==> src/rtl/cnt_argmax.sv <==
// rtl/cnt_argmax.sv - snapshot count bus, serially scan for the largest entry, flag low confidence
module cnt_argmax #(
    parameter int MODN = 30,
    parameter int ADDW = 14,
    parameter int IDXW = 5
) (
    input  logic                 clk,
    input  logic                 rst_n,
    input  logic [MODN*ADDW-1:0] cnt_bus,
    input  logic                 start,
    input  logic [ADDW-1:0]      min_cnt,
    output logic                 busy,
    output logic                 result_valid,
    output logic [IDXW-1:0]      result_idx,
    output logic [ADDW-1:0]      result_max,
    output logic                 result_low
);

    localparam int PW = $clog2(MODN);

    typedef enum logic {
        IDLE,
        SCAN
    } state_t;

    state_t          state;
    logic [ADDW-1:0] snap [0:MODN-1];
    logic [PW-1:0]   ptr;
    logic [ADDW-1:0] best_val;
    logic [IDXW-1:0] best_idx;
    logic [ADDW-1:0] floor_cnt;

    logic [ADDW-1:0] cur_val;
    logic [ADDW-1:0] nxt_val;
    logic [IDXW-1:0] nxt_idx;

    // Strict compare keeps the earliest index on ties.
    always_comb begin
        cur_val = snap[ptr];
        nxt_val = best_val;
        nxt_idx = best_idx;
        if (cur_val > best_val) begin
            nxt_val = cur_val;
            nxt_idx = IDXW'(ptr);
        end
    end

    always_ff @(posedge clk) begin
        if (!rst_n) begin
            state        <= IDLE;
            busy         <= 1'b0;
            result_valid <= 1'b0;
            result_idx   <= '0;
            result_max   <= '0;
            result_low   <= 1'b0;
            ptr          <= '0;
            best_val     <= '0;
            best_idx     <= '0;
            floor_cnt    <= '0;
            for (int i = 0; i < MODN; i++) begin
                snap[i] <= '0;
            end
        end else begin
            result_valid <= 1'b0;
            case (state)
                IDLE: begin
                    if (start) begin
                        for (int i = 0; i < MODN; i++) begin
                            snap[i] <= cnt_bus[i*ADDW +: ADDW];
                        end
                        floor_cnt <= min_cnt;
                        best_val  <= cnt_bus[ADDW-1:0];
                        best_idx  <= '0;
                        ptr       <= PW'(1);
                        busy      <= 1'b1;
                        state     <= SCAN;
                    end
                end
                SCAN: begin
                    best_val <= nxt_val;
                    best_idx <= nxt_idx;
                    ptr      <= ptr + PW'(1);
                    // Last entry: publish the result including this final comparison.
                    if (ptr == PW'(MODN - 1)) begin
                        result_idx   <= nxt_idx;
                        result_max   <= nxt_val;
                        result_low   <= (nxt_val < floor_cnt);
                        result_valid <= 1'b1;
                        busy         <= 1'b0;
                        ptr          <= '0;
                        state        <= IDLE;
                    end
                end
                default: state <= IDLE;
            endcase
        end
    end

endmodule

==> config.mk <==
export PLATFORM = sky130hd
export DESIGN_NAME = cnt_argmax
export DESIGN_NICKNAME = d
export VERILOG_FILES = /design/src/rtl/cnt_argmax.sv
export SDC_FILE = /design/constraint.sdc
export NUM_CORES = 1
export LEC_CHECK = 0
export ABC_CLOCK_PERIOD_IN_PS = 18180
export CAP_MARGIN = 30
export CORE_MARGIN = 5
export CORE_UTILIZATION = 52
export CTS_CLUSTER_DIAMETER = 150
export DETAILED_ROUTE_END_ITERATION = 12
export MAX_ROUTING_LAYER = met4
export PLACE_DENSITY_LB_ADDON = 0.08
export SYNTH_ARGS = -nofsm -noshare
export SYNTH_HDL_FRONTEND = slang
export SYNTH_SLANG_ARGS = --single-unit
export TNS_END_PERCENT = 20
==> constraint.sdc <==
create_clock -name clk -period 18.18 [get_ports clk]
set_input_delay 5.454 -clock clk [delete_from_list [all_inputs] [get_ports clk]]
set_output_delay 5.454 -clock clk [all_outputs]
set_load 0.005 [all_outputs]
== Word level (Yosys, flattened, before mapping) ==
Memories as Yosys holds them, arrays and structs flattened. A register that Yosys moved wholly into a read port is not among the register bits.
Cells that the tools add are included.

* Add/subtract/negate cells: 1
* Magnitude comparators: 2
* Equality and inequality tests: 3
* Muxes and demuxes: 52
* Bitwise operators: 31
* Reductions and logical operators: 4

{| class="wikitable"
|+ Operator list
! kind !! count
|-
| 14-bit 2-to-1 mux || 32
|-
| 5-bit 2-to-1 mux || 6
|-
| 1-bit bitwise OR || 30
|-
| 14-bit case mux with 2 select lines || 1
|-
| 5-bit case mux with 2 select lines || 2
|-
| 14-bit greater-than comparator || 1
|-
| 14-bit < comparator || 1
|-
| 1-bit 2-to-1 mux || 9
|-
| 2-bit AND reduction || 4
|-
| 5-bit by 1-bit adder with 5-bit output, second input constant || 1
|-
| 5-bit == test, second input constant || 1
|-
| 1-bit case mux with 2 select lines || 2
|-
| 2-bit by 1-bit inequality test with 1-bit output, second input constant || 1
|-
| 2-bit inequality test, second input constant || 1
|-
| 1-bit NOT || 1
|}

* Bits in registers: 61
* Memory bits (writable): 420
* Input bits: 437
* Output and inout port bits: 22
* Logic and storage cells: 104
* Memories kept: 1

{| class="wikitable"
|+ Memories
! name !! depth !! width !! read ports !! clocked after memory_dff !! wr ports !! RTL line !! RTL
|-
| snap || 30 || 14 || 1 || 1 || 30 || 27 || <nowiki>logic [ADDW-1:0] snap [0:MODN-1];</nowiki>
|}

== Longest topological paths before layout ==
* Depth after elaboration: 5
* Gate-level depth with buffers: 25
* Gate-level depth less buffers: 19

== Least setup slack after synthesis ==
No wires, ideal clock.

* Path type: in2reg
* Start: input port rst_n
* End: memory snap[0][0], enable pin
* Setup time: 3.041 ns
* Data arrival time: 12.937 ns
* Required time: 15.139 ns
* Path slack: 2.202 ns
* Stages: 4
* Path buffers: 3
* Cells stage by stage: clkbuf_1 -> clkbuf_1 -> clkbuf_1 -> nand2_1

{| class="wikitable"
|+ RTL lines
! item !! RTL line !! RTL
|-
| start: declaration || 8 || <nowiki>input logic rst_n,</nowiki>
|-
| end: declaration || 27 ||
|}

==> impl_metrics.json <==
{
  "run_status": "finished, final reports clean",
  "grt.overflow.total": 0,
  "synth-simple-area-share_pct": 15.0,
  "worst_slack_ps": 9410,
  "route.detailed.drc": 0,
  "track_usage_pct": 27.2,
  "grt_max_degree": 264,
  "fin_worst_skew_ps": 20.4,
  "initial_core_util_pct": 52.8,
  "cts_tree": "built",
  "num_rows": 75,
  "critPathMaxFanout": 124,
  "cts.sinks": 486,
  "finalSetupViolations": 0,
  "cts_hold_buf": 0,
  "power_frac_clock_pct": 38.8,
  "grt_pass1_vias": 15100,
  "die_y_um": 217,
  "yosys_warnings": 0,
  "cp-end-kind": "flip-flop",
  "slew_headroom_pct": 25.5,
  "post-cts-setup-buffers": 0,
  "power_density_nw_per_um2": 96.9,
  "synth_nets": 2053,
  "dp_hpwl_um": 45100,
  "clk_pin_slew_ps": 60,
  "synth_area_um2": 22200,
  "critPathRequiredTime_ps": 18620,
  "htree_levels": 2,
  "vias_per_cell": 5.76,
  "synth_edf_count": 420,
  "core_area_um2": 42100,
  "power.share.sequential_pct": 47.5,
  "fin_crit_ps": 8770,
  "die_area_um2": 47000,
  "root_buffer": "clkbuf_16",
  "die_w_um": 217,
  "hold_path_class": "flip-flop to flip-flop",
  "synthXorXnorAreaFrac_pct": 0,
  "setup_tns_ps": 0,
  "numCtsBuffers": 51,
  "clk_path_buf_depth": 3,
  "switching_share_pct": 22.7,
  "worst_pin_slew_ps": 1120,
  "synth-main-ff-cell": "edfxtp_1",
  "cts_resized": 0,
  "p_int_mw": 2.16,
  "clock_latency_ps": 590,
  "final_cell_mix": "457 x clkdlybuf4s50_1, 420 x edfxtp_1, 252 x and3_1",
  "post-place-ws_ps": 8960,
  "p_sw_mw": 0.637,
  "period_share_pct": 48.3,
  "slew_violations": 0,
  "pin_count": 459,
  "nNetsFinal": 2446,
  "synth_top_family_by_area": "simple AND/OR/NAND/NOR gates",
  "io_buffer_count": 458,
  "rsz0062_at_grt": "no",
  "synth_fa_ha_area_share_pct": 1.63,
  "first_pass_iters": 5,
  "via_count": 14900,
  "avgRoutedWirePerCell_um": 24.6,
  "synth_compound_area_share_pct": 5.12,
  "ys_seq_elements": 486,
  "wl_um": 63500,
  "synth_cells": 1587,
  "areaGrowthSynthToFinish_pct": 29.9,
  "p_leak_nw": 11.4,
  "ant_nets": 0,
  "ys_seq_area_share_pct": 62.6,
  "synth-async-reset-ratio_pct": 0,
  "place_congestion": 0.828,
  "synth_area_per_cell_um2": 14.0,
  "utilization_pct": 68.6,
  "grt_pass1_wl_um": 93300,
  "drv_cap": 0,
  "ir_worst_vdd_uv": 76.1,
  "synthMuxAreaShare_pct": 12.0,
  "cp-start-kind": "input pin",
  "antenna_found_initial": 21,
  "pwr-share-comb_pct": 13.6,
  "drive_gt1_share_pct": 12.4,
  "fmax_mhz": 114,
  "worstPathArrival_ps": 9210,
  "hold_viol": 0,
  "yosysUniqueCellTypes": 59,
  "crit_type": "input pin to flip-flop",
  "drtIter0Drc": 1796,
  "final_common_cell": "clkdlybuf4s50_1"
}
cell type report:
| type | instances | area [µm²] |
|---|---|---|
| diodes | 23 | 57.6 |
| clock buffers | 72 | 1430 |
| clock inverters | 22 | 315 |
| fillers | 2970 | 13200 |
| inverters | 47 | 176 |
| multi-input cells | 920 | 7530 |
| flip-flops and latches | 486 | 13900 |
| well taps | 539 | 674 |
| repair buffers | 474 | 4770 |
layer usage:
metal	vias to the layer above	global-route usage [%]	part of all wire (%)	wire length, µm
li1	6835	-	-	-
met1	7280	35.8	40	25100
met2	649	42.8	49	31100
met3	106	5.85	8.4	5320
met4	0	9.31	3.0	1930
met5	-	-	0	0
power by group through the flow:
stage	Clock (mW)	Combinational, mW	Sequential, mW
6_report	1.09	0.382	1.33
5_1_grt	1.15	0.412	1.34
4_1_cts	1.10	0.382	1.33
3_5_place_dp	0	0.380	1.36
3_3_place_gp	0	0.373	1.35
2_1_floorplan	0	0.221	1.36
metrics by stage:
step                      total power, mW  hold slack [ps]  cell area [µm²]  cells
final                                2.80              459            28900   2583
after detailed placement             1.74              451            27100   2465
after global routing                 2.90              486            28900   2581
after global placement               1.72              451            27000   2464
after floorplan                      1.58              436            22200   1587
after CTS                            2.82              460            28800   2559
state kept, by name, summed over array words and instances (netlist names), named ones only:
register      flops
best_idx          5
best_val         14
busy              1
floor_cnt        14
ptr               5
result_idx        5
result_low        1
result_max       14
result_valid      1
snap            420
state             1
synthesized netlist by cell type, drive strengths merged, types with 6 or more instances:
master	number	area [µm²]
mux2i	19	229
and3	252	1580
mux4	95	2140
nand2	64	240
inv	46	173
nand4	7	43.8
nand3	9	45.0
dfxtp	66	1320
buf	32	244
nor2	25	96.4
a31oi	6	37.5
ha	29	363
o21ai	59	295
o22ai	35	225
mux2	26	293
o22a	8	70.1
nor3	10	85.1
nor2b	6	37.5
edfxtp	420	12600
clkbuf	102	383
nor4	7	75.1
a21oi	53	265
and2	168	1050
critical path, cell delays in order:
cell and delay [ps]:
clkdlybuf4s50_1 460, buf_4 320, nor2b_4 900, buf_4 930, buf_4 730, and3_1 280
final timing paths:
kind | from | endpoint | slack, ps | depth (start not counted)
min reg2reg | floor_cnt[13] | floor_cnt[13] | 460 | 2
max | start | snap[5][11] | 9410 | 6
max reg2reg | flip-flop | result_low | 10770 | 20
min | floor_cnt[13] | floor_cnt[13] | 460 | 2
cells by family after synthesis:
| logic type | after synthesis |
|---|---|
| AOI/OAI and AO/OA | 190 |
| adders and majority gates | 29 |
| buffers and inverters | 181 |
| DFF | 486 |
| muxes | 140 |
| and+or+nand+nor | 561 |
Power figures use the tool's default switching activity.
